==> config.mk <==
export PLATFORM = sky130hd
export DESIGN_NAME = nnrv_mem
export DESIGN_NICKNAME = d
export VERILOG_FILES = /design/src/rtl/nnrv_mem.sv
export SDC_FILE = /design/constraint.sdc
export NUM_CORES = 1
export LEC_CHECK = 0
export CAP_MARGIN = 10
export CORE_UTILIZATION = 44
export DETAILED_ROUTE_END_ITERATION = 7
export GPL_TIMING_DRIVEN = 1
export PLACE_DENSITY = 0.86
export SYNTH_ARGS = -nofsm -noshare
export SYNTH_HDL_FRONTEND = slang
export SYNTH_SLANG_ARGS = --single-unit
==> constraint.sdc <==
create_clock -name i_clk -period 8 [get_ports i_clk]
set_clock_uncertainty 0.05 [all_clocks]
set_input_delay 1.6 -clock i_clk [delete_from_list [all_inputs] [get_ports i_clk]]
set_output_delay 1.6 -clock i_clk [all_outputs]
set_load 0.01 [all_outputs]
==> src/rtl/nnrv_mem.sv <==
// nnrv_mem: memory stage. ALU results pass to writeback in one cycle.
// Loads and stores are held in registers while a single-word RAM access runs.
// Ports:
//   i_clk, i_rst : clock, async active-high reset
//   i_ex_*       : exec-stage result, load/store request, addr/data/mask/sign
//   o_ex_stall   : upstream must hold i_ex_* stable while high
//   o_ram_*      : RAM request, word address, write data, byte enables
//   i_ram_*      : RAM completion strobe and read word
//   o_wb_*       : registered writeback to the register file
module nnrv_mem #(
  parameter int XLEN       = 32,
  parameter int ADDR_WIDTH = 8
) (
  input  logic                  i_clk,
  input  logic                  i_rst,
  input  logic                  i_ex_rd_en,
  input  logic [4:0]            i_ex_rd,
  input  logic [XLEN-1:0]       i_ex_rd_reg,
  input  logic                  i_ex_ram_rd_en,
  input  logic                  i_ex_ram_wr_en,
  input  logic [XLEN-1:0]       i_ex_ram_addr,
  input  logic [XLEN-1:0]       i_ex_ram_data,
  input  logic [3:0]            i_ex_ram_mask,
  input  logic                  i_ex_sign,
  output logic                  o_ex_stall,
  output logic                  o_ram_req,
  output logic                  o_ram_we,
  output logic [ADDR_WIDTH-1:0] o_ram_addr,
  output logic [XLEN-1:0]       o_ram_wdata,
  output logic [3:0]            o_ram_be,
  input  logic                  i_ram_ack,
  input  logic [XLEN-1:0]       i_ram_rdata,
  output logic                  o_wb_rd_en,
  output logic [4:0]            o_wb_rd,
  output logic [XLEN-1:0]       o_wb_rd_reg
);

  typedef enum logic {
    IDLE   = 1'b0,
    ACCESS = 1'b1
  } state_e;

  state_e state_q, state_d;

  logic [ADDR_WIDTH+1:0] addr_q;
  logic [XLEN-1:0]       data_q;
  logic [3:0]            mask_q;
  logic                  sign_q;
  logic [4:0]            rd_q;
  logic                  rd_en_q;
  logic                  we_q;

  logic                  wb_en_q;
  logic [4:0]            wb_rd_q;
  logic [XLEN-1:0]       wb_val_q;

  logic                  req_in;
  logic [1:0]            off;
  logic [XLEN-1:0]       sh;
  logic [3:0]            size_m;
  logic [XLEN-1:0]       ld_val;

  // Only the word-address and lane bits of the byte address are kept.
  logic                  unused_addr;
  assign unused_addr = ^i_ex_ram_addr[XLEN-1:ADDR_WIDTH+2];

  assign req_in = i_ex_ram_rd_en | i_ex_ram_wr_en;

  // State register
  always_ff @(posedge i_clk or posedge i_rst) begin
    if (i_rst) state_q <= IDLE;
    else       state_q <= state_d;
  end

  // Next-state logic
  always_comb begin
    state_d = state_q;
    unique case (state_q)
      IDLE:    if (req_in)    state_d = ACCESS;
      ACCESS:  if (i_ram_ack) state_d = IDLE;
      default: state_d = IDLE;
    endcase
  end

  // Outputs: RAM side is driven only from the holding registers.
  always_comb begin
    o_ram_req  = 1'b0;
    o_ram_we   = 1'b0;
    o_ram_be   = 4'b0000;
    o_ex_stall = 1'b0;
    unique case (state_q)
      IDLE: begin
        o_ex_stall = req_in;
      end
      ACCESS: begin
        o_ram_req  = 1'b1;
        o_ram_we   = we_q;
        o_ram_be   = we_q ? mask_q : 4'b0000;
        o_ex_stall = ~i_ram_ack;
      end
      default: ;
    endcase
  end

  assign o_ram_addr  = addr_q[ADDR_WIDTH+1:2];
  assign o_ram_wdata = data_q;

  // Load extraction: the lane mask shifted down to bit 0 gives the size.
  assign off    = addr_q[1:0];
  assign sh     = i_ram_rdata >> {off, 3'b000};
  assign size_m = mask_q >> off;

  always_comb begin
    ld_val = sh;
    case (size_m)
      4'b0001: ld_val = {{(XLEN-8){sign_q & sh[7]}}, sh[7:0]};
      4'b0011: ld_val = {{(XLEN-16){sign_q & sh[15]}}, sh[15:0]};
      4'b1111: ld_val = sh;
      default: ld_val = sh;
    endcase
  end

  // Holding registers and writeback
  always_ff @(posedge i_clk or posedge i_rst) begin
    if (i_rst) begin
      addr_q   <= '0;
      data_q   <= '0;
      mask_q   <= '0;
      sign_q   <= 1'b0;
      rd_q     <= '0;
      rd_en_q  <= 1'b0;
      we_q     <= 1'b0;
      wb_en_q  <= 1'b0;
      wb_rd_q  <= '0;
      wb_val_q <= '0;
    end else begin
      unique case (state_q)
        IDLE: begin
          if (req_in) begin
            addr_q  <= i_ex_ram_addr[ADDR_WIDTH+1:0];
            data_q  <= i_ex_ram_data;
            mask_q  <= i_ex_ram_mask;
            sign_q  <= i_ex_sign;
            rd_q    <= i_ex_rd;
            rd_en_q <= i_ex_rd_en;
            // A combined load+store request is a store.
            we_q    <= i_ex_ram_wr_en;
            wb_en_q <= 1'b0;
          end else begin
            wb_en_q  <= i_ex_rd_en;
            wb_rd_q  <= i_ex_rd;
            wb_val_q <= i_ex_rd_reg;
          end
        end
        ACCESS: begin
          if (i_ram_ack && !we_q) begin
            wb_en_q  <= rd_en_q;
            wb_rd_q  <= rd_q;
            wb_val_q <= ld_val;
          end else begin
            wb_en_q <= 1'b0;
          end
        end
        default: wb_en_q <= 1'b0;
      endcase
    end
  end

  assign o_wb_rd_en  = wb_en_q;
  assign o_wb_rd     = wb_rd_q;
  assign o_wb_rd_reg = wb_val_q;

endmodule

==> report_table.html, run 1 <==
<table>
<tr><th>Metric</th><th>Value</th></tr>
<tr><th colspan="2">Critical path</th></tr>
<tr><td>CP Launch Type</td><td>input port</td></tr>
<tr><td>Critical Path Max Stage Delay</td><td>just over 500 ps</td></tr>
<tr><td>Reg-to-reg startpoint</td><td>addr_q[1]$_DFFE_PP0P_</td></tr>
<tr><td>Arrival time of data at the critical path endpoint</td><td>3180 ps</td></tr>
<tr><td>Type of the worst setup path</td><td>input port to primary output</td></tr>
<tr><td>CP top delay family</td><td>buffers and inverters</td></tr>
<tr><td>Capturing element type of the critical path</td><td>primary output</td></tr>
<tr><td>Series of cell instances along the critical path</td><td>clkdlybuf4s50_1, nor3_2, a21oi_1, clkdlybuf4s50_1</td></tr>
<tr><td>Combined buffer and inverter count along the critical path</td><td>2</td></tr>
<tr><td>Worst EP required</td><td>6350 ps</td></tr>
<tr><td>Logic depth of the worst register-to-register path</td><td>6</td></tr>
<tr><td>Critical path's most frequent cell</td><td>sky130_fd_sc_hd__clkdlybuf4s50_1</td></tr>
<tr><td>Slowest CP cell</td><td>sky130_fd_sc_hd__clkdlybuf4s50_1</td></tr>
<tr><td>Worst reg2reg path endpoint</td><td>o_wb_rd_reg[17]$_DFFE_PP0P_</td></tr>
<tr><td>Reg-to-reg slack, setup</td><td>5070 ps</td></tr>
<tr><td>Critical-path maximum fanout</td><td>5</td></tr>
<tr><th colspan="2">Synth</th></tr>
<tr><td>Largest family of logic cells by synthesized area</td><td>multiplexers</td></tr>
<tr><td>Most used flip-flop cell after synthesis</td><td>sky130_fd_sc_hd__dfrtp_1</td></tr>
<tr><td>Simple-gate portion of the synthesized area</td><td>11.27%</td></tr>
<tr><td>Synthesized area divided by synthesized cell count</td><td>11.24 um^2</td></tr>
<tr><td>Synthesized-area fraction occupied by adder cells</td><td>0%</td></tr>
<tr><td>Library cell occupying the most area in the post-synthesis netlist</td><td>sky130_fd_sc_hd__dfrtp_1</td></tr>
<tr><td>Proportion of synthesized area in mux cells</td><td>21.00%</td></tr>
<tr><td>Gate count of the mapped netlist</td><td>between 400 and 500</td></tr>
<tr><td>Fraction of post-synthesis cell area in the top cell type by area</td><td>50.86%</td></tr>
<tr><td>Proportion of synthesized flip-flops having asynchronous set or reset</td><td>100.0%</td></tr>
<tr><td>Top cells by area in the synthesized netlist</td><td>sky130_fd_sc_hd__dfrtp_1, sky130_fd_sc_hd__mux2_2, sky130_fd_sc_hd__mux2i_1</td></tr>
<tr><td>Synth warnings</td><td>0</td></tr>
<tr><td>Sequential fraction of the synthesis area</td><td>50.86%</td></tr>
<tr><td>Post-Syn Nets</td><td>about 550</td></tr>
<tr><td>Flip-flop and latch count after synthesis</td><td>93</td></tr>
<tr><td>Synthesized-area fraction occupied by xor and xnor cells</td><td>0%</td></tr>
<tr><td>Number of distinct library cell variants in the gate-level netlist after synthesis</td><td>40</td></tr>
<tr><td>Compound-cell area share of the yosys netlist</td><td>11.92%</td></tr>
<tr><td>Number of synthesized flops with an enable pin</td><td>0</td></tr>
<tr><td>Netlist area before placement</td><td>roughly 0.0046 mm^2</td></tr>
<tr><th colspan="2">STA</th></tr>
<tr><td>Highest clock rate</td><td>207.0 MHz</td></tr>
<tr><td>Worst-margin pin slew</td><td>1074 ps</td></tr>
<tr><td>Setup TNS</td><td>0 ps</td></tr>
<tr><td>Share of the clock period used by the worst path</td><td>60.40%</td></tr>
<tr><td>Final hold slack</td><td>433.9 ps</td></tr>
<tr><td>Final Worst Setup Slack</td><td>3168 ps</td></tr>
<tr><td>Number of max-slew violations in the final report</td><td>0</td></tr>
<tr><td>Number of setup violations in the final report</td><td>0</td></tr>
<tr><td>Final count of hold timing violations</td><td>0</td></tr>
<tr><td>Relative slew slack</td><td>roughly 28%</td></tr>
<tr><td>RSZ-0062 raised after global routing</td><td>false</td></tr>
<tr><td>Min Clock Period, post-route</td><td>between 4000 and 5000 ps</td></tr>
<tr><th colspan="2">Detailed routing</th></tr>
<tr><td>Pre-antenna DRT Iters</td><td>5</td></tr>
<tr><td>Sum of routed wire length over all layers</td><td>13000 um</td></tr>
<tr><td>Count of routing violations after the opening detailed-route iteration</td><td>207</td></tr>
<tr><td># DRC</td><td>0</td></tr>
<tr><td>Routed len/inst</td><td>about 18 um</td></tr>
<tr><td>Vias post-DR</td><td>about 4000</td></tr>
<tr><td>Antenna Violating Nets Remaining</td><td>0</td></tr>
<tr><td>Mean number of vias per cell</td><td>approximately 5.4</td></tr>
<tr><th colspan="2">Clocking</th></tr>
<tr><td>CTS sink cnt</td><td>93</td></tr>
<tr><td>Clock latency on the worst-skew pair</td><td>roughly 350 ps</td></tr>
<tr><td># hold bufs at CTS</td><td>0</td></tr>
<tr><td>TritonCTS buffer count</td><td>9</td></tr>
<tr><td>Clock root buffer</td><td>sky130_fd_sc_hd__clkbuf_8</td></tr>
<tr><td>Clock H-tree levels</td><td>3</td></tr>
<tr><td>Bufs on Longest Clock Path</td><td>2</td></tr>
<tr><td>CTS tree</td><td>done</td></tr>
<tr><td>Count of cells resized by post-cts repair</td><td>0</td></tr>
<tr><td>Setup Fix Bufs, Post-CTS</td><td>0</td></tr>
<tr><td>CTS clk-pin slew, worst paths</td><td>90 ps</td></tr>
<tr><th colspan="2">Power and ir drop</th></tr>
<tr><td>Proportion of power drawn by flip-flops and latches</td><td>39.5%</td></tr>
<tr><td>Proportion of power drawn by combinational gates</td><td>approximately 43%</td></tr>
<tr><td>Power density over the cells</td><td>261.1 mW/mm^2</td></tr>
<tr><td>Maximum VDD drop</td><td>0.1589 mV</td></tr>
<tr><td>Post-layout total power</td><td>between 1.5 and 2 mW</td></tr>
<tr><td>P_leak</td><td>2.805 nW</td></tr>
<tr><td>Fraction of power spent switching nets</td><td>approximately 34%</td></tr>
<tr><td>Net load switching power</td><td>slightly above 0.6 mW</td></tr>
<tr><td>Internal portion of total power</td><td>1.183 mW</td></tr>
<tr><td>Clock share of power</td><td>roughly 17%</td></tr>
<tr><th colspan="2">Cells and area</th></tr>
<tr><td>Count of filler cells inserted in the layout</td><td>approximately 760</td></tr>
<tr><td>Most common library cell in the layout ignoring fill and taps</td><td>sky130_fd_sc_hd__clkdlybuf4s50_1</td></tr>
<tr><td>Design Area, Final</td><td>roughly 0.0068 mm^2</td></tr>
<tr><td>Synthesis-to-layout area growth</td><td>49.52%</td></tr>
<tr><td>Flip-flop count of the largest register, all copies and words added</td><td>37</td></tr>
<tr><td>Total Nets Final</td><td>735</td></tr>
<tr><td>Final instance count without filler cells</td><td>about 730</td></tr>
<tr><td>Ant. Diodes</td><td>0</td></tr>
<tr><td>Share of post-route cells with drive strength above 1</td><td>16.44%</td></tr>
<tr><td>Commonest cells after routing, fill and taps aside</td><td>sky130_fd_sc_hd__clkdlybuf4s50_1, sky130_fd_sc_hd__dfrtp_1, sky130_fd_sc_hd__mux2_2</td></tr>
<tr><td>Post-layout utilization of the core</td><td>69.04%</td></tr>
<tr><th colspan="2">Place</th></tr>
<tr><td>Standard cell area after detailed placement</td><td>0.006649 mm^2</td></tr>
<tr><td>Post-Place Setup Slack</td><td>3169 ps</td></tr>
<tr><td>Placed Cells incl. Taps</td><td>713</td></tr>
<tr><td>Half-perimeter wire length after placement</td><td>9612 um</td></tr>
<tr><td>Weighted congestion reported at the end of routability-driven placement</td><td>just under 0.9</td></tr>
<tr><td>Count of input and output buffers</td><td>around 210</td></tr>
<tr><th colspan="2">Hold path</th></tr>
<tr><td>Hold crit path type</td><td>register to register</td></tr>
<tr><td>Min-Delay Path Depth</td><td>2</td></tr>
<tr><td>Endpoint, Worst Hold</td><td>o_wb_rd[3]$_DFFE_PP0P_</td></tr>
<tr><td>Hold Path Origin</td><td>o_wb_rd[3]$_DFFE_PP0P_</td></tr>
<tr><th colspan="2">Outcome</th></tr>
<tr><td>Outcome</td><td>complete, no violations</td></tr>
<tr><th colspan="2">Global routing</th></tr>
<tr><td>Global-route wire length before repair</td><td>between 20000 and 25000 um</td></tr>
<tr><td>Overall overflow remaining after global route</td><td>0</td></tr>
<tr><td>GRT Util Overall</td><td>24.92%</td></tr>
<tr><td>Vias in the first global route</td><td>4087</td></tr>
<tr><td>Pin count of the biggest net entering global routing</td><td>64</td></tr>
<tr><td>Antenna violations before repair</td><td>0</td></tr>
<tr><th colspan="2">Floorplan</th></tr>
<tr><td>Starting Density</td><td>46.17%</td></tr>
<tr><td>Vertical die dimension</td><td>about 100 um</td></tr>
<tr><td>Row count</td><td>36</td></tr>
<tr><td>I/O pins</td><td>229</td></tr>
<tr><td>Width of the die</td><td>104.0 um</td></tr>
<tr><td>Core Box Area</td><td>0.009910 mm^2</td></tr>
<tr><td>Die footprint</td><td>0.01081 mm^2</td></tr>
<tr><th colspan="2">Run</th></tr>
<tr><td>Max_cap viols</td><td>0</td></tr>
</table>
-- cells in the mapped netlist, drive strengths merged (2+ instances only) --
| master | count |
|---|---|
| a211oi | 23 |
| a21oi | 17 |
| a22o | 8 |
| a31oi | 7 |
| and3 | 6 |
| buf | 21 |
| clkbuf | 15 |
| dfrtp | 93 |
| dlygate4sd1 | 2 |
| inv | 3 |
| mux2 | 62 |
| mux2i | 24 |
| nand2 | 34 |
| nand2b | 2 |
| nor2 | 34 |
| nor2b | 8 |
| nor3 | 19 |
| o21ai | 14 |
-- worst register-to-register path, delay by kind of cell (launching register included) --
kind                   cells  cell delay [ps]
flip-flops                 1              510
AO/OA/AOI/OAI              3             1080
buffers and inverters      1              300
AND/OR/NAND/NOR            1              640
multiplexers               1              260
-- cell type report --
| cell class | instances | area, um^2 | area share, % |
|---|---|---|---|
| timing repair buffer | 211 | 2100 | 30.69 |
| inverter | 3 | 13.76 | 0.2012 |
| sequential | 93 | 2328 | 34.03 |
| tap | 133 | 166.4 | 2.432 |
| multi-input combinational | 273 | 2041 | 29.83 |
| clock buffer | 10 | 137.6 | 2.012 |
| clock inverter | 6 | 55.05 | 0.8047 |
-- power groups by stage --
stage               sequential [mW]  combinational (mW)  clock (mW)
floorplan                     0.753               0.331           0
global placement              0.703               0.758           0
detailed placement            0.715               0.774           0
CTS                           0.706               0.777       0.316
global route                  0.726               0.828       0.335
finish                        0.705               0.772       0.309
-- how the worst max path moves through the flow --
stage / start / to / slack (ps) / cells past startpoint
after floorplan: i_rst / addr_q[0]$_DFFE_PP0P_ / 3930 / 1
after global placement: i_ex_ram_wr_en / o_ex_stall / 3200 / 4
after detailed placement: i_ex_ram_wr_en / o_ex_stall / 3170 / 4
after CTS: i_ex_ram_wr_en / o_ex_stall / 3170 / 4
after global routing: i_ex_ram_wr_en / o_ex_stall / 3060 / 4
final: i_ex_ram_wr_en / o_ex_stall / 3170 / 4
-- routing by layer --
metal | wire (um) | GRT usage [%]
met1 | 5248 | 31.11
met2 | 6489 | 41.86
met3 | 840 | 5.827
met4 | 420 | 9.592
met5 | 0 | 0
-- logic make-up (layout without fill, tap and decap cells) --
group	after synthesis	count (layout)
flops	93	93
compound gates	77	77
mux	87	87
simple gates	109	109
buf+inv	41	230
Power figures use the tool's default switching activity.
==> run 2, diff against run 1 <==
Settings changed: CORE_UTILIZATION 44 to 41, PLACE_DENSITY 0.86 to 0.81.
Clock period 8 ns to 4.6 ns, I/O delays scaled along.
==> report_table.html, run 2 (synthesis results as in run 1) <==
<table>
<tr><th>Metric</th><th>Value</th></tr>
<tr><th colspan="2">Clocking</th></tr>
<tr><td>CTS clk-pin slew, worst paths</td><td>90 ps (about the same)</td></tr>
<tr><td>Clock latency on the worst-skew pair</td><td>360 ps (was 350 ps)</td></tr>
<tr><td>CTS sink cnt</td><td>93 (unchanged)</td></tr>
<tr><td>CTS tree</td><td>done (unchanged)</td></tr>
<tr><td>Bufs on Longest Clock Path</td><td>2 (unchanged)</td></tr>
<tr><td># hold bufs at CTS</td><td>0 (unchanged)</td></tr>
<tr><td>Setup Fix Bufs, Post-CTS</td><td>0 (unchanged)</td></tr>
<tr><td>TritonCTS buffer count</td><td>9 (unchanged)</td></tr>
<tr><td>Count of cells resized by post-cts repair</td><td>0 (unchanged)</td></tr>
<tr><td>Clock H-tree levels</td><td>3 (unchanged)</td></tr>
<tr><td>Clock root buffer</td><td>sky130_fd_sc_hd__clkbuf_8 (unchanged)</td></tr>
<tr><th colspan="2">STA</th></tr>
<tr><td>Setup TNS</td><td>0 ps (unchanged)</td></tr>
<tr><td>Min Clock Period, post-route</td><td>around 3500 ps</td></tr>
<tr><td>Highest clock rate</td><td>~290 MHz</td></tr>
<tr><td>Worst-margin pin slew</td><td>1053 ps (was 1074 ps)</td></tr>
<tr><td>Final hold slack</td><td>435.5 ps (was 433.9 ps)</td></tr>
<tr><td>Number of max-slew violations in the final report</td><td>0 (unchanged)</td></tr>
<tr><td>Share of the clock period used by the worst path</td><td>75.31%</td></tr>
<tr><td>Final count of hold timing violations</td><td>0 (unchanged)</td></tr>
<tr><td>Relative slew slack</td><td>29.62% (was 28.25%)</td></tr>
<tr><td>RSZ-0062 raised after global routing</td><td>false (unchanged)</td></tr>
<tr><td>Number of setup violations in the final report</td><td>0 (unchanged)</td></tr>
<tr><th colspan="2">Power and ir drop</th></tr>
<tr><td>Power density over the cells</td><td>467.2 mW/mm^2 (was 261.1 mW/mm^2)</td></tr>
<tr><td>Fraction of power spent switching nets</td><td>31.85% (was 33.79%)</td></tr>
<tr><td>Net load switching power</td><td>1.028 mW (was 0.6035 mW)</td></tr>
<tr><td>Proportion of power drawn by flip-flops and latches</td><td>38.1% (was 39.5%)</td></tr>
<tr><td>Post-layout total power</td><td>3.226 mW (was 1.786 mW)</td></tr>
<tr><td>Clock share of power</td><td>20.5% (was 17.3%)</td></tr>
<tr><td>Internal portion of total power</td><td>2.198 mW (was 1.183 mW)</td></tr>
<tr><td>P_leak</td><td>2.828 nW (was 2.805 nW)</td></tr>
<tr><td>Proportion of power drawn by combinational gates</td><td>41.3% (was 43.2%)</td></tr>
<tr><td>Maximum VDD drop</td><td>0.2219 mV (was 0.1589 mV)</td></tr>
<tr><th colspan="2">Detailed routing</th></tr>
<tr><td>Antenna Violating Nets Remaining</td><td>0 (unchanged)</td></tr>
<tr><td>Vias post-DR</td><td>3870 (was 3911)</td></tr>
<tr><td>Pre-antenna DRT Iters</td><td>5 (unchanged)</td></tr>
<tr><td>Mean number of vias per cell</td><td>5.258 (was 5.365)</td></tr>
<tr><td>Sum of routed wire length over all layers</td><td>13090 um (was 13000 um)</td></tr>
<tr><td>Count of routing violations after the opening detailed-route iteration</td><td>183 (was 207)</td></tr>
<tr><td>Routed len/inst</td><td>17.79 um (was 17.83 um)</td></tr>
<tr><td># DRC</td><td>0 (unchanged)</td></tr>
<tr><th colspan="2">Cells and area</th></tr>
<tr><td>Most common library cell in the layout ignoring fill and taps</td><td>sky130_fd_sc_hd__clkdlybuf4s50_1 (unchanged)</td></tr>
<tr><td>Ant. Diodes</td><td>0 (unchanged)</td></tr>
<tr><td>Share of post-route cells with drive strength above 1</td><td>16.44% (unchanged)</td></tr>
<tr><td>Total Nets Final</td><td>735 (unchanged)</td></tr>
<tr><td>Flip-flop count of the largest register, all copies and words added</td><td>37 (unchanged)</td></tr>
<tr><td>Synthesis-to-layout area growth</td><td>50.89% (was 49.52%)</td></tr>
<tr><td>Commonest cells after routing, fill and taps aside</td><td>sky130_fd_sc_hd__clkdlybuf4s50_1, sky130_fd_sc_hd__dfrtp_1, sky130_fd_sc_hd__mux2_2 (unchanged)</td></tr>
<tr><td>Count of filler cells inserted in the layout</td><td>881 (was 763)</td></tr>
<tr><th colspan="2">Floorplan</th></tr>
<tr><td>I/O pins</td><td>229 (unchanged)</td></tr>
<tr><td>Width of the die</td><td>107.6 um (was 104.0 um)</td></tr>
<tr><td>Starting Density</td><td>42.21% (was 46.17%)</td></tr>
<tr><td>Row count</td><td>38 (was 36)</td></tr>
<tr><td>Core Box Area</td><td>0.01084 mm^2 (was 0.009910 mm^2)</td></tr>
<tr><td>Vertical die dimension</td><td>107.6 um (was 104.0 um)</td></tr>
<tr><td>Die footprint</td><td>0.01159 mm^2 (was 0.01081 mm^2)</td></tr>
<tr><th colspan="2">Run</th></tr>
<tr><td>Max_cap viols</td><td>0 (unchanged)</td></tr>
<tr><th colspan="2">Outcome</th></tr>
<tr><td>Outcome</td><td>complete, no violations (unchanged)</td></tr>
<tr><th colspan="2">Place</th></tr>
<tr><td>Weighted congestion reported at the end of routability-driven placement</td><td>0.8458 (was 0.8896)</td></tr>
<tr><td>Count of input and output buffers</td><td>206 (unchanged)</td></tr>
<tr><td>Half-perimeter wire length after placement</td><td>9457 um (was 9612 um)</td></tr>
<tr><th colspan="2">Critical path</th></tr>
<tr><td>Arrival time of data at the critical path endpoint</td><td>2490 ps (was 3180 ps)</td></tr>
<tr><td>Critical-path maximum fanout</td><td>5 (unchanged)</td></tr>
<tr><td>Worst EP required</td><td>3630 ps (was 6350 ps)</td></tr>
<tr><td>Capturing element type of the critical path</td><td>primary output (unchanged)</td></tr>
<tr><td>CP Launch Type</td><td>input port (unchanged)</td></tr>
<tr><td>Type of the worst setup path</td><td>input port to primary output (unchanged)</td></tr>
<tr><th colspan="2">Global routing</th></tr>
<tr><td>Overall overflow remaining after global route</td><td>0 (unchanged)</td></tr>
<tr><td>GRT Util Overall</td><td>23.33% (was 24.92%)</td></tr>
<tr><td>Pin count of the biggest net entering global routing</td><td>70 (was 64)</td></tr>
<tr><td>Global-route wire length before repair</td><td>20490 um (was 21330 um)</td></tr>
<tr><td>Vias in the first global route</td><td>4052 (was 4087)</td></tr>
<tr><td>Antenna violations before repair</td><td>0 (unchanged)</td></tr>
<tr><th colspan="2">Hold path</th></tr>
<tr><td>Hold crit path type</td><td>register to register (unchanged)</td></tr>
</table>
==> run 2: cell count changes in the layout (fill, tap and decap cells not counted) <==
cell	previous run	this run
sky130_fd_sc_hd__clkbuf_8	10	9
sky130_fd_sc_hd__inv_8	2	0
sky130_fd_sc_hd__bufinv_16	0	3
==> run 2: metrics by stage <==
stage,utilization (%),instances,area (um^2),worst slack [ps]
global placement,61.42,720,6658,1148
CTS,63.69,736,6904,1106
global route,63.69,736,6904,1048
floorplan,-,407,4576,1210
detailed placement,61.42,720,6658,1112
finish,63.69,736,6904,1136
==> run 2: layer usage <==
layer  part of all wire [%]  GRT usage (%)  up-vias
met5                      0              0        -
met1                     39          27.43     1839
met3                    9.5          7.748       23
li1                       -              -     1811
met2                     50          39.61      197
met4                    1.8          8.317        0
==> run 2: worst max-delay path, stage by stage <==
cell                              delay, ps
sky130_fd_sc_hd__clkdlybuf4s50_1        490
sky130_fd_sc_hd__nor3_2                 440
sky130_fd_sc_hd__a21oi_1                120
sky130_fd_sc_hd__clkdlybuf4s50_1        530
==> run 2: area by class of cell <==
| class | count | area [um^2] | area share, % |
|---|---|---|---|
| inverter | 3 | 13.76 | 0.1993 |
| timing repair buffer | 211 | 2100 | 30.41 |
| clock buffer | 9 | 123.9 | 1.794 |
| sequential | 93 | 2328 | 33.73 |
| multi-input combinational | 273 | 2041 | 29.56 |
| clock inverter | 7 | 122.6 | 1.776 |
| tap | 140 | 175.2 | 2.537 |
==> run 2: worst paths after layout <==
check                                       startpoint                           to  slack [ps]  cells after the start
worst max-delay path                    i_ex_ram_wr_en                   o_ex_stall        1140                      4
worst min-delay path            o_wb_rd[1]$_DFFE_PP0P_       o_wb_rd[1]$_DFFE_PP0P_         440                      2
worst max register to register   addr_q[1]$_DFFE_PP0P_  o_wb_rd_reg[22]$_DFFE_PP0P_        1830                      5
worst min register to register  o_wb_rd[1]$_DFFE_PP0P_       o_wb_rd[1]$_DFFE_PP0P_         440                      2
max in group asynchronous                        i_rst          rd_q[0]$_DFFE_PP0P_        2580                      3
min in group asynchronous                        i_rst        addr_q[9]$_DFFE_PP0P_        1040                      2
==> run 2: power by group through the flow <==
stage	sequential, mW	clock, mW	combinational, mW
finish	1.23	0.663	1.33
global route	1.27	0.713	1.43
global placement	1.23	0	1.31
detailed placement	1.25	0	1.34
CTS	1.23	0.678	1.34
floorplan	1.31	0	0.576
==> run 3, diff against run 2 <==
Clock period 4.6 ns to 3.42 ns, I/O delays scaled along.
==> report_table.html, run 3 (synthesis results as in run 1) <==
<table>
<tr><th>Metric</th><th>Value</th></tr>
<tr><th colspan="2">Critical path</th></tr>
<tr><td>CP Launch Type</td><td>input port (unchanged)</td></tr>
<tr><td>Capturing element type of the critical path</td><td>primary output (unchanged)</td></tr>
<tr><td>Arrival time of data at the critical path endpoint</td><td>2090 ps (was 2490 ps)</td></tr>
<tr><td>Type of the worst setup path</td><td>input port to primary output (unchanged)</td></tr>
<tr><td>Critical path's most frequent cell</td><td>sky130_fd_sc_hd__clkdlybuf4s50_1 (unchanged)</td></tr>
<tr><td>Critical Path Max Stage Delay</td><td>590 ps (was 530 ps)</td></tr>
<tr><td>Series of cell instances along the critical path</td><td>clkdlybuf4s50_1, nor3_2, a21oi_1, clkdlybuf4s50_1 (unchanged)</td></tr>
<tr><td>Critical-path maximum fanout</td><td>3 (was 5)</td></tr>
<tr><td>Slowest CP cell</td><td>sky130_fd_sc_hd__clkdlybuf4s50_1 (unchanged)</td></tr>
<tr><td>Worst EP required</td><td>2690 ps (was 3630 ps)</td></tr>
<tr><th colspan="2">Clocking</th></tr>
<tr><td>CTS clk-pin slew, worst paths</td><td>90 ps (about the same)</td></tr>
<tr><td>CTS sink cnt</td><td>93 (unchanged)</td></tr>
<tr><td># hold bufs at CTS</td><td>0 (unchanged)</td></tr>
<tr><td>Count of cells resized by post-cts repair</td><td>0 (unchanged)</td></tr>
<tr><td>TritonCTS buffer count</td><td>9 (unchanged)</td></tr>
<tr><td>Bufs on Longest Clock Path</td><td>2 (unchanged)</td></tr>
<tr><td>Setup Fix Bufs, Post-CTS</td><td>0 (unchanged)</td></tr>
<tr><td>Clock root buffer</td><td>sky130_fd_sc_hd__clkbuf_8 (unchanged)</td></tr>
<tr><td>Clock H-tree levels</td><td>3 (unchanged)</td></tr>
<tr><td>CTS tree</td><td>done (unchanged)</td></tr>
<tr><td>Clock latency on the worst-skew pair</td><td>370 ps (was 360 ps)</td></tr>
<tr><th colspan="2">Global routing</th></tr>
<tr><td>Overall overflow remaining after global route</td><td>0 (unchanged)</td></tr>
<tr><td>Antenna violations before repair</td><td>0 (unchanged)</td></tr>
<tr><td>Pin count of the biggest net entering global routing</td><td>47 (was 70)</td></tr>
<tr><td>Vias in the first global route</td><td>4062 (was 4052)</td></tr>
<tr><td>Global-route wire length before repair</td><td>20460 um (was 20490 um)</td></tr>
<tr><td>GRT Util Overall</td><td>23.34% (was 23.33%)</td></tr>
<tr><th colspan="2">Cells and area</th></tr>
<tr><td>Most common library cell in the layout ignoring fill and taps</td><td>sky130_fd_sc_hd__clkdlybuf4s50_1 (unchanged)</td></tr>
<tr><td>Total Nets Final</td><td>743 (was 735)</td></tr>
<tr><td>Commonest cells after routing, fill and taps aside</td><td>sky130_fd_sc_hd__clkdlybuf4s50_1, sky130_fd_sc_hd__dfrtp_1, sky130_fd_sc_hd__mux2_2 (unchanged)</td></tr>
<tr><td>Ant. Diodes</td><td>0 (unchanged)</td></tr>
<tr><td>Flip-flop count of the largest register, all copies and words added</td><td>37 (unchanged)</td></tr>
<tr><td>Synthesis-to-layout area growth</td><td>51.16% (was 50.89%)</td></tr>
<tr><td>Design Area, Final</td><td>0.006917 mm^2 (was 0.006904 mm^2)</td></tr>
<tr><td>Share of post-route cells with drive strength above 1</td><td>17.55% (was 16.44%)</td></tr>
<tr><td>Final instance count without filler cells</td><td>744 (was 736)</td></tr>
<tr><td>Count of filler cells inserted in the layout</td><td>894 (was 881)</td></tr>
<tr><th colspan="2">Power and ir drop</th></tr>
<tr><td>Maximum VDD drop</td><td>0.3301 mV (was 0.2219 mV)</td></tr>
<tr><td>Power density over the cells</td><td>608.1 mW/mm^2 (was 467.2 mW/mm^2)</td></tr>
<tr><td>P_leak</td><td>2.843 nW (was 2.828 nW)</td></tr>
<tr><th colspan="2">Place</th></tr>
<tr><td>Weighted congestion reported at the end of routability-driven placement</td><td>0.8517 (was 0.8458)</td></tr>
<tr><td>Placed Cells incl. Taps</td><td>728 (was 720)</td></tr>
<tr><td>Standard cell area after detailed placement</td><td>0.006718 mm^2 (was 0.006658 mm^2)</td></tr>
<tr><td>Count of input and output buffers</td><td>206 (unchanged)</td></tr>
<tr><td>Half-perimeter wire length after placement</td><td>9923 um (was 9457 um)</td></tr>
<tr><th colspan="2">Detailed routing</th></tr>
<tr><td># DRC</td><td>0 (unchanged)</td></tr>
<tr><td>Antenna Violating Nets Remaining</td><td>0 (unchanged)</td></tr>
<tr><td>Routed len/inst</td><td>17.53 um (was 17.79 um)</td></tr>
<tr><td>Pre-antenna DRT Iters</td><td>4 (was 5)</td></tr>
<tr><td>Count of routing violations after the opening detailed-route iteration</td><td>201 (was 183)</td></tr>
<tr><td>Vias post-DR</td><td>3898 (was 3870)</td></tr>
<tr><td>Mean number of vias per cell</td><td>5.239 (was 5.258)</td></tr>
<tr><td>Sum of routed wire length over all layers</td><td>13040 um (was 13090 um)</td></tr>
<tr><th colspan="2">STA</th></tr>
<tr><td>Highest clock rate</td><td>about 350 MHz</td></tr>
<tr><td>Relative slew slack</td><td>51.15% (was 29.62%)</td></tr>
<tr><td>Share of the clock period used by the worst path</td><td>between 80% and 90%</td></tr>
<tr><td>Worst-margin pin slew</td><td>728.8 ps (was 1053 ps)</td></tr>
<tr><td>Number of setup violations in the final report</td><td>0 (unchanged)</td></tr>
<tr><td>Number of max-slew violations in the final report</td><td>0 (unchanged)</td></tr>
<tr><td>RSZ-0062 raised after global routing</td><td>false (unchanged)</td></tr>
<tr><td>Setup TNS</td><td>0 ps (unchanged)</td></tr>
<tr><td>Min Clock Period, post-route</td><td>about 2800 ps</td></tr>
<tr><td>Final count of hold timing violations</td><td>0 (unchanged)</td></tr>
<tr><th colspan="2">Floorplan</th></tr>
<tr><td>Row count</td><td>38 (unchanged)</td></tr>
<tr><td>I/O pins</td><td>229 (unchanged)</td></tr>
<tr><td>Starting Density</td><td>42.21% (unchanged)</td></tr>
<tr><td>Width of the die</td><td>107.6 um (unchanged)</td></tr>
<tr><td>Core Box Area</td><td>0.01084 mm^2 (unchanged)</td></tr>
<tr><td>Die footprint</td><td>0.01159 mm^2 (unchanged)</td></tr>
<tr><td>Vertical die dimension</td><td>107.6 um (unchanged)</td></tr>
<tr><th colspan="2">Run</th></tr>
<tr><td>Max_cap viols</td><td>0 (unchanged)</td></tr>
<tr><th colspan="2">Outcome</th></tr>
<tr><td>Outcome</td><td>complete, no violations (unchanged)</td></tr>
<tr><th colspan="2">Hold path</th></tr>
<tr><td>Hold crit path type</td><td>register to register (unchanged)</td></tr>
</table>
## run 3: worst max-delay path, delay by kind of cell
| kind | cells | cell delay, ps |
|---|---|---|
| compound gates | 1 | 170 |
| buf+inv | 2 | 1150 |
| simple gates | 1 | 80 |
## run 3: final timing paths
kind                                             from                          end  slack, ps  depth (start not counted)
setup / recovery                       i_ex_ram_wr_en                   o_ex_stall        600                          4
setup reg to reg                addr_q[1]$_DFFE_PP0P_  o_wb_rd_reg[16]$_DFFE_PP0P_       1080                          7
hold / removal             o_wb_rd_reg[1]$_DFFE_PP0P_   o_wb_rd_reg[1]$_DFFE_PP0P_        450                          2
min in group asynchronous                       i_rst        addr_q[9]$_DFFE_PP0P_        680                          2
max in group asynchronous                       i_rst          rd_q[1]$_DFFE_PP0P_       1910                          3
hold reg to reg            o_wb_rd_reg[1]$_DFFE_PP0P_   o_wb_rd_reg[1]$_DFFE_PP0P_        450                          2
## run 3: per-stage QoR
stage	util (%)	setup WS, ps	power [mW]	hold WS, ps
2_1_floorplan	-	265.7	2.536	410.6
3_3_place_gp	61.97	623.4	3.430	413.6
3_5_place_dp	61.97	579.6	3.493	423.6
4_1_cts	63.80	572.9	4.255	446.7
5_1_grt	63.80	513.1	4.459	467.9
6_report	63.80	598.0	4.206	447.3
## run 3: power breakdown
group	leakage (nW)	total (mW)	internal [mW]	switching, mW
sequential	1.09	1.64	1.44	0.210
clock	0.0918	0.750	0.340	0.410
combinational	1.66	1.81	1.05	0.764
## run 3: final cells by class
class	instances	area, um^2	area share, %
clock buffer	9	123.9	1.791
timing repair buffer	219	2160	31.22
tap	140	175.2	2.533
inverter	3	13.76	0.1990
clock inverter	7	75.07	1.085
sequential	93	2328	33.66
multi-input combinational	273	2041	29.50
## run 3: metal layers
layer / part of all wire (%) / global-route usage [%] / vias up / wire length [um]
met5: 0 / 0 / - / 0
met4: 2.6 / 11.15 / 0 / 345
met3: 8.3 / 5.387 / 32 / 1085
met2: 50 / 39.79 / 166 / 6566
met1: 39 / 27.67 / 1877 / 5044
li1: - / - / 1823 / -
